### src/rtl/wb_stage.sv
// Writeback stage: one pipeline register, load align/extend, result select.
// Ports: clk, rst (sync, active-high), stall, flush, in_* capture fields;
//   we3/wa3/wd3 register-file write port; fwd_* forwarding copy of it.
// Option: define WB_RETIRE_CNT_EN to add the 32-bit retire_cnt output.
module wb_stage (
  input  logic        clk,
  input  logic        rst,
  input  logic        stall,
  input  logic        flush,
  input  logic        in_valid,
  input  logic        in_regwrite,
  input  logic [4:0]  in_wa,
  input  logic [1:0]  in_resultsrc,
  input  logic [31:0] in_alu,
  input  logic [31:0] in_rdata,
  input  logic [31:0] in_pc4,
  input  logic [1:0]  in_lsize,
  input  logic        in_lunsigned,
  input  logic [1:0]  in_byteoff,
  output logic        we3,
  output logic [4:0]  wa3,
  output logic [31:0] wd3,
  output logic        fwd_valid,
  output logic [4:0]  fwd_wa,
  output logic [31:0] fwd_data
`ifdef WB_RETIRE_CNT_EN
  ,
  output logic [31:0] retire_cnt
`endif
);

  typedef struct packed {
    logic        valid;
    logic        regwrite;
    logic [4:0]  wa;
    logic [1:0]  resultsrc;
    logic [31:0] alu;
    logic [31:0] rdata;
    logic [31:0] pc4;
    logic [1:0]  lsize;
    logic        lunsigned;
    logic [1:0]  byteoff;
  } wb_reg_t;

  wb_reg_t stage_q, stage_d;

  always_comb begin
    stage_d = stage_q;
    if (flush) begin
      stage_d.valid = 1'b0;
    end else if (!stall) begin
      stage_d.valid     = in_valid;
      stage_d.regwrite  = in_regwrite;
      stage_d.wa        = in_wa;
      stage_d.resultsrc = in_resultsrc;
      stage_d.alu       = in_alu;
      stage_d.rdata     = in_rdata;
      stage_d.pc4       = in_pc4;
      stage_d.lsize     = in_lsize;
      stage_d.lunsigned = in_lunsigned;
      stage_d.byteoff   = in_byteoff;
    end
  end

  always_ff @(posedge clk) begin
    if (rst) stage_q <= '0;
    else     stage_q <= stage_d;
  end

  logic [7:0]  byte_sel;
  logic [15:0] half_sel;
  logic        byte_sx;
  logic        half_sx;
  logic [31:0] load_data;
  logic [31:0] result;

  always_comb begin
    byte_sel = 8'(stage_q.rdata >> {stage_q.byteoff, 3'b000});
    half_sel = stage_q.byteoff[1] ? stage_q.rdata[31:16]
                                  : stage_q.rdata[15:0];
    byte_sx  = ~stage_q.lunsigned & byte_sel[7];
    half_sx  = ~stage_q.lunsigned & half_sel[15];
    unique case (stage_q.lsize)
      2'b00:   load_data = {{24{byte_sx}}, byte_sel};
      2'b01:   load_data = {{16{half_sx}}, half_sel};
      default: load_data = stage_q.rdata;
    endcase
    unique case (stage_q.resultsrc)
      2'b01:   result = load_data;
      2'b10:   result = stage_q.pc4;
      default: result = stage_q.alu;
    endcase
  end

  // Bubbles present address/data as zero so idle cycles are quiet.
  assign we3 = stage_q.valid & stage_q.regwrite & (|stage_q.wa);
  assign wa3 = stage_q.valid ? stage_q.wa : 5'd0;
  assign wd3 = stage_q.valid ? result : 32'd0;

  assign fwd_valid = we3;
  assign fwd_wa    = wa3;
  assign fwd_data  = wd3;

`ifdef WB_RETIRE_CNT_EN
  logic [31:0] cnt_q, cnt_d;

  // An instruction leaves the stage when it is replaced or flushed out.
  always_comb begin
    cnt_d = cnt_q;
    if (stage_q.valid & (~stall | flush)) cnt_d = cnt_q + 32'd1;
  end

  always_ff @(posedge clk) begin
    if (rst) cnt_q <= '0;
    else     cnt_q <= cnt_d;
  end

  assign retire_cnt = cnt_q;
`endif

endmodule

### config.mk
export PLATFORM = sky130hd
export DESIGN_NAME = wb_stage
export DESIGN_NICKNAME = d
export VERILOG_FILES = /design/src/rtl/wb_stage.sv
export SDC_FILE = /design/constraint.sdc
export NUM_CORES = 1
export LEC_CHECK = 0
export ABC_CLOCK_PERIOD_IN_PS = 1900
export CAP_MARGIN = 20
export CORE_MARGIN = 2
export CORE_UTILIZATION = 40
export DETAILED_ROUTE_END_ITERATION = 16
export PLACE_DENSITY_LB_ADDON = 0.05
export SKIP_LAST_GASP = 1
export SYNTH_ARGS = -nofsm -noshare
export SYNTH_HDL_FRONTEND = slang
export SYNTH_SLANG_ARGS = --single-unit
### constraint.sdc
create_clock -name clk -period 1.9 [get_ports clk]
set_input_delay 0.475 -clock clk [delete_from_list [all_inputs] [get_ports clk]]
set_output_delay 0.475 -clock clk [all_outputs]
set_load 0.05 [all_outputs]
==> results_dict.tcl <==
set metrics [dict create \
    outcome "complete, but fails checks" \
    violations "negative setup slack" \
    firstDrtPassIters 4 \
    p_clk_share_pct 36.2 \
    clk_pin_slew_ns 0.07 \
    worst_slew_pin_slew_ns 0.5009 \
    worst_hold_startpoint "stage_q[7]" \
    crit_arrival_ns 1.99 \
    viasPerCell 5.118 \
    finalCriticalPeriod_ns 2.467 \
    routed_wl_um 18720 \
    nNetsFinal 1034 \
    routed.top_layer "met4" \
    antennaDiodeCount 0 \
    path_class "reg2out" \
    rrSetupSlack_ns 1.00 \
    dp_cells 1076 \
    hold_violations 0 \
    io_pins 190 \
    wl_met2_um 9436 \
    avgSynthCellArea_sq_um 7.302 \
    grt_pass1_wl_um 28870 \
    timing.rr.end "stage_q[3]" \
    rows 42 \
    layout-drive-gt1-share_pct 32.18 \
    wl_met3_um 981 \
    core_sq_um 13140 \
    fin_util_pct 72.04 \
    p_int_w 0.004310 \
    seq_area_frac_synth_pct 41.31 \
    r2r_cells 3 \
    syn_nets 846 \
    crit_fanout 8 \
    cts_buffer_depth 2 \
    drtIter0Drc 332 \
    power_density_nw_per_um2 624.5 \
    largest_reg_flops 110 \
    r2r-start "stage_q[3]" \
    antenna_found_initial 0 \
    largest_register "stage_q" \
    grtUsageTotal_pct 25.82 \
    drc 0 \
    synth_warnings 0 \
    peakVddDrop_mv 0.4685 \
    hp-class "reg2reg" \
    startpoint_type "register" \
    holdPathEnd "stage_q[7]" \
    p_seq_share_pct 42.4 \
    fin_cells 1099 \
    wl_per_cell_um 17.03 \
    ys_types 38 \
    holdBufCountCts 0 \
    finalSetupTns_ns -33.01 \
    syn_inst 730 \
    reg_top3 "stage_q x110" \
    grt_max_degree 111 \
    antenna_left 0 \
    cap_violations 0 \
    p_leak_nw 3.446 \
    clock-skew-final_ns 0 \
    wl_met1_um 8046 \
    die_h_um 119.4 \
    setup_slack_ns -0.5675 \
    drv_slew 0 \
    h-tree-depth 3 \
    ys_ff_latch 110 \
    max_freq_ghz 0.4053 \
    cts_buffers 9 \
    hpwl_um 13570 \
    p_comb_share_pct 21.4 \
    globalRouteOverflowTotal 0 \
    endpoint_kind "output port" \
    clock_tree.root_cell "clkbuf_16" \
    synthToLayoutAreaGrowth_pct 77.56 \
    power_w 0.005911 \
    place_congestion 0.9152 \
    grt_setup_unrepaired "yes" \
    post-place-ws_ns -0.2984 \
    setup_viol_count_final 66 \
    switching_share_pct 27.09 \
    holdPathStages 2 \
    dieArea_sq_um 14260 \
    p_sw_w 0.001601 \
    syn_area_sq_um 5330 \
    grt_pass1_vias 5609 \
    cp.required_ns 1.42 \
    port_buffers 189 \
    slew_headroom_pct 66.60 \
    cts_tree "done" \
    initial_utilization_pct 40.57 \
    vias 5625 \
    die_w_um 119.4 \
    period_share_pct 129.9 \
    insertion_delay_ns 0.35 \
    cts.sinks 110 \
]
[worst max-delay path, stage by stage (launching register included)]
cell,delay (ns)
dfxtp_2,0.35
mux4_2,0.54
a21oi_2,0.17
buf_6,0.15
and3_4,0.19
a211oi_4,0.06
buf_12,0.18
[stage by stage]
| step | hold slack, ns | instance area, sq um |
|---|---|---|
| final | 0.4562 | 9464 |
| after global routing | 0.4712 | 9464 |
| after CTS | 0.4546 | 9190 |
| after detailed placement | 0.4447 | 8466 |
| after global placement | 0.4427 | 8466 |
| after floorplan | 0.4332 | 6106 |
[power groups by stage]
stage / Clock [W] / Combinational (W) / Sequential (W)
CTS: 0.00216 / 0.00120 / 0.00250
finish: 0.00214 / 0.00127 / 0.00251
global route: 0.00226 / 0.00135 / 0.00252
detailed placement: 0 / 0.00114 / 0.00254
global placement: 0 / 0.00112 / 0.00254
floorplan: 0 / 0.000621 / 0.00252
[repair_timing]
| item | in CTS | in global routing |
|---|---|---|
| setup buffers | 2 | 6 |
| endpoints found under the setup margin | 66 | 76 |
| gates resized for setup | 76 | 66 |
| gates cloned | 1 | 0 |
| pin swaps | 17 | 18 |
[cell families after synthesis]
kind of cell	after synthesis	share of synthesized area, %
simple gates	275	21.03
fa+ha+maj	2	0.4694
buf+inv	101	10.26
flops	110	41.31
mux	10	2.371
compound gates	232	24.55
[layout by cell type, fill, tap and decap left out, drive strengths merged]
cell | synthesis | final
clkbuf | 43 | 12
nor2 | 6 | 6
and2 | 6 | 6
o311a | 1 | 1
clkdlybuf4s50 | 0 | 112
inv | 5 | 5
nand2 | 232 | 232
a221oi | 17 | 17
or2 | 1 | 1
o2111ai | 6 | 6
ha | 2 | 2
o211ai | 2 | 2
a211oi | 8 | 8
nand3 | 6 | 6
o21ai | 44 | 44
or2b | 1 | 1
o22ai | 1 | 1
buf | 53 | 161
clkinv | 0 | 2
mux4 | 1 | 1
a21oi | 150 | 150
mux2 | 8 | 8
or3 | 1 | 1
mux2i | 1 | 1
dfxtp | 110 | 110
nand2b | 12 | 12
bufinv | 0 | 2
nor3 | 1 | 1
nor3b | 1 | 1
o221ai | 3 | 3
and3 | 8 | 8
[per-layer routing]
metal / GRT usage (%) / vias up
met4: 5.147 / 0
met3: 6.082 / 23
met1: 32.76 / 2629
met5: 0 / -
met2: 44.94 / 160
li1: - / 2813
[area by class of cell]
class | count | area (sq um)
Multi-Input combinational cell | 519 | 3548
Fill cell | 993 | 3674
Clock buffer | 12 | 266.5
Clock inverter | 4 | 77.57
Timing Repair Buffer | 273 | 3117
Inverter | 5 | 18.77
Sequential cell | 110 | 2216
Tap cell | 176 | 220.2
[cell usage after synthesis, drive strengths merged]
cell / instances / area [sq um]
o311a: 1 / 10.01
ha: 2 / 25.02
o221ai: 3 / 26.28
buf: 53 / 365.4
o21ai: 44 / 220.2
mux2i: 1 / 10.01
clkbuf: 43 / 162.7
and2: 6 / 37.54
inv: 5 / 18.76
o211ai: 2 / 25.02
a221oi: 17 / 148.9
mux4: 1 / 22.52
a211oi: 8 / 65.06
mux2: 8 / 93.83
nor3: 1 / 5.000
or3: 1 / 6.260
or2: 1 / 6.260
or2b: 1 / 7.510
nand2b: 12 / 75.07
a21oi: 150 / 754.5
nor3b: 1 / 7.510
nor2: 6 / 25.03
o2111ai: 6 / 52.55
nand2: 232 / 870.8
nand3: 6 / 30.03
and3: 8 / 50.05
dfxtp: 110 / 2202
o22ai: 1 / 6.260
[worst max-delay path by stage]
stage / slack [ns] / cells past startpoint / startpoint / endpoint
finish: -0.57 / 6 / stage_q[0] / fwd_data[14]
global route: -0.60 / 6 / stage_q[0] / fwd_data[15]
CTS: -0.57 / 7 / stage_q[101] / fwd_data[14]
detailed placement: -0.30 / 7 / stage_q[102] / wd3[19]
global placement: -0.28 / 7 / stage_q[102] / fwd_data[19]
floorplan: -0.40 / 7 / stage_q[102] / wd3[21]
(Power assumes the default switching activity.)
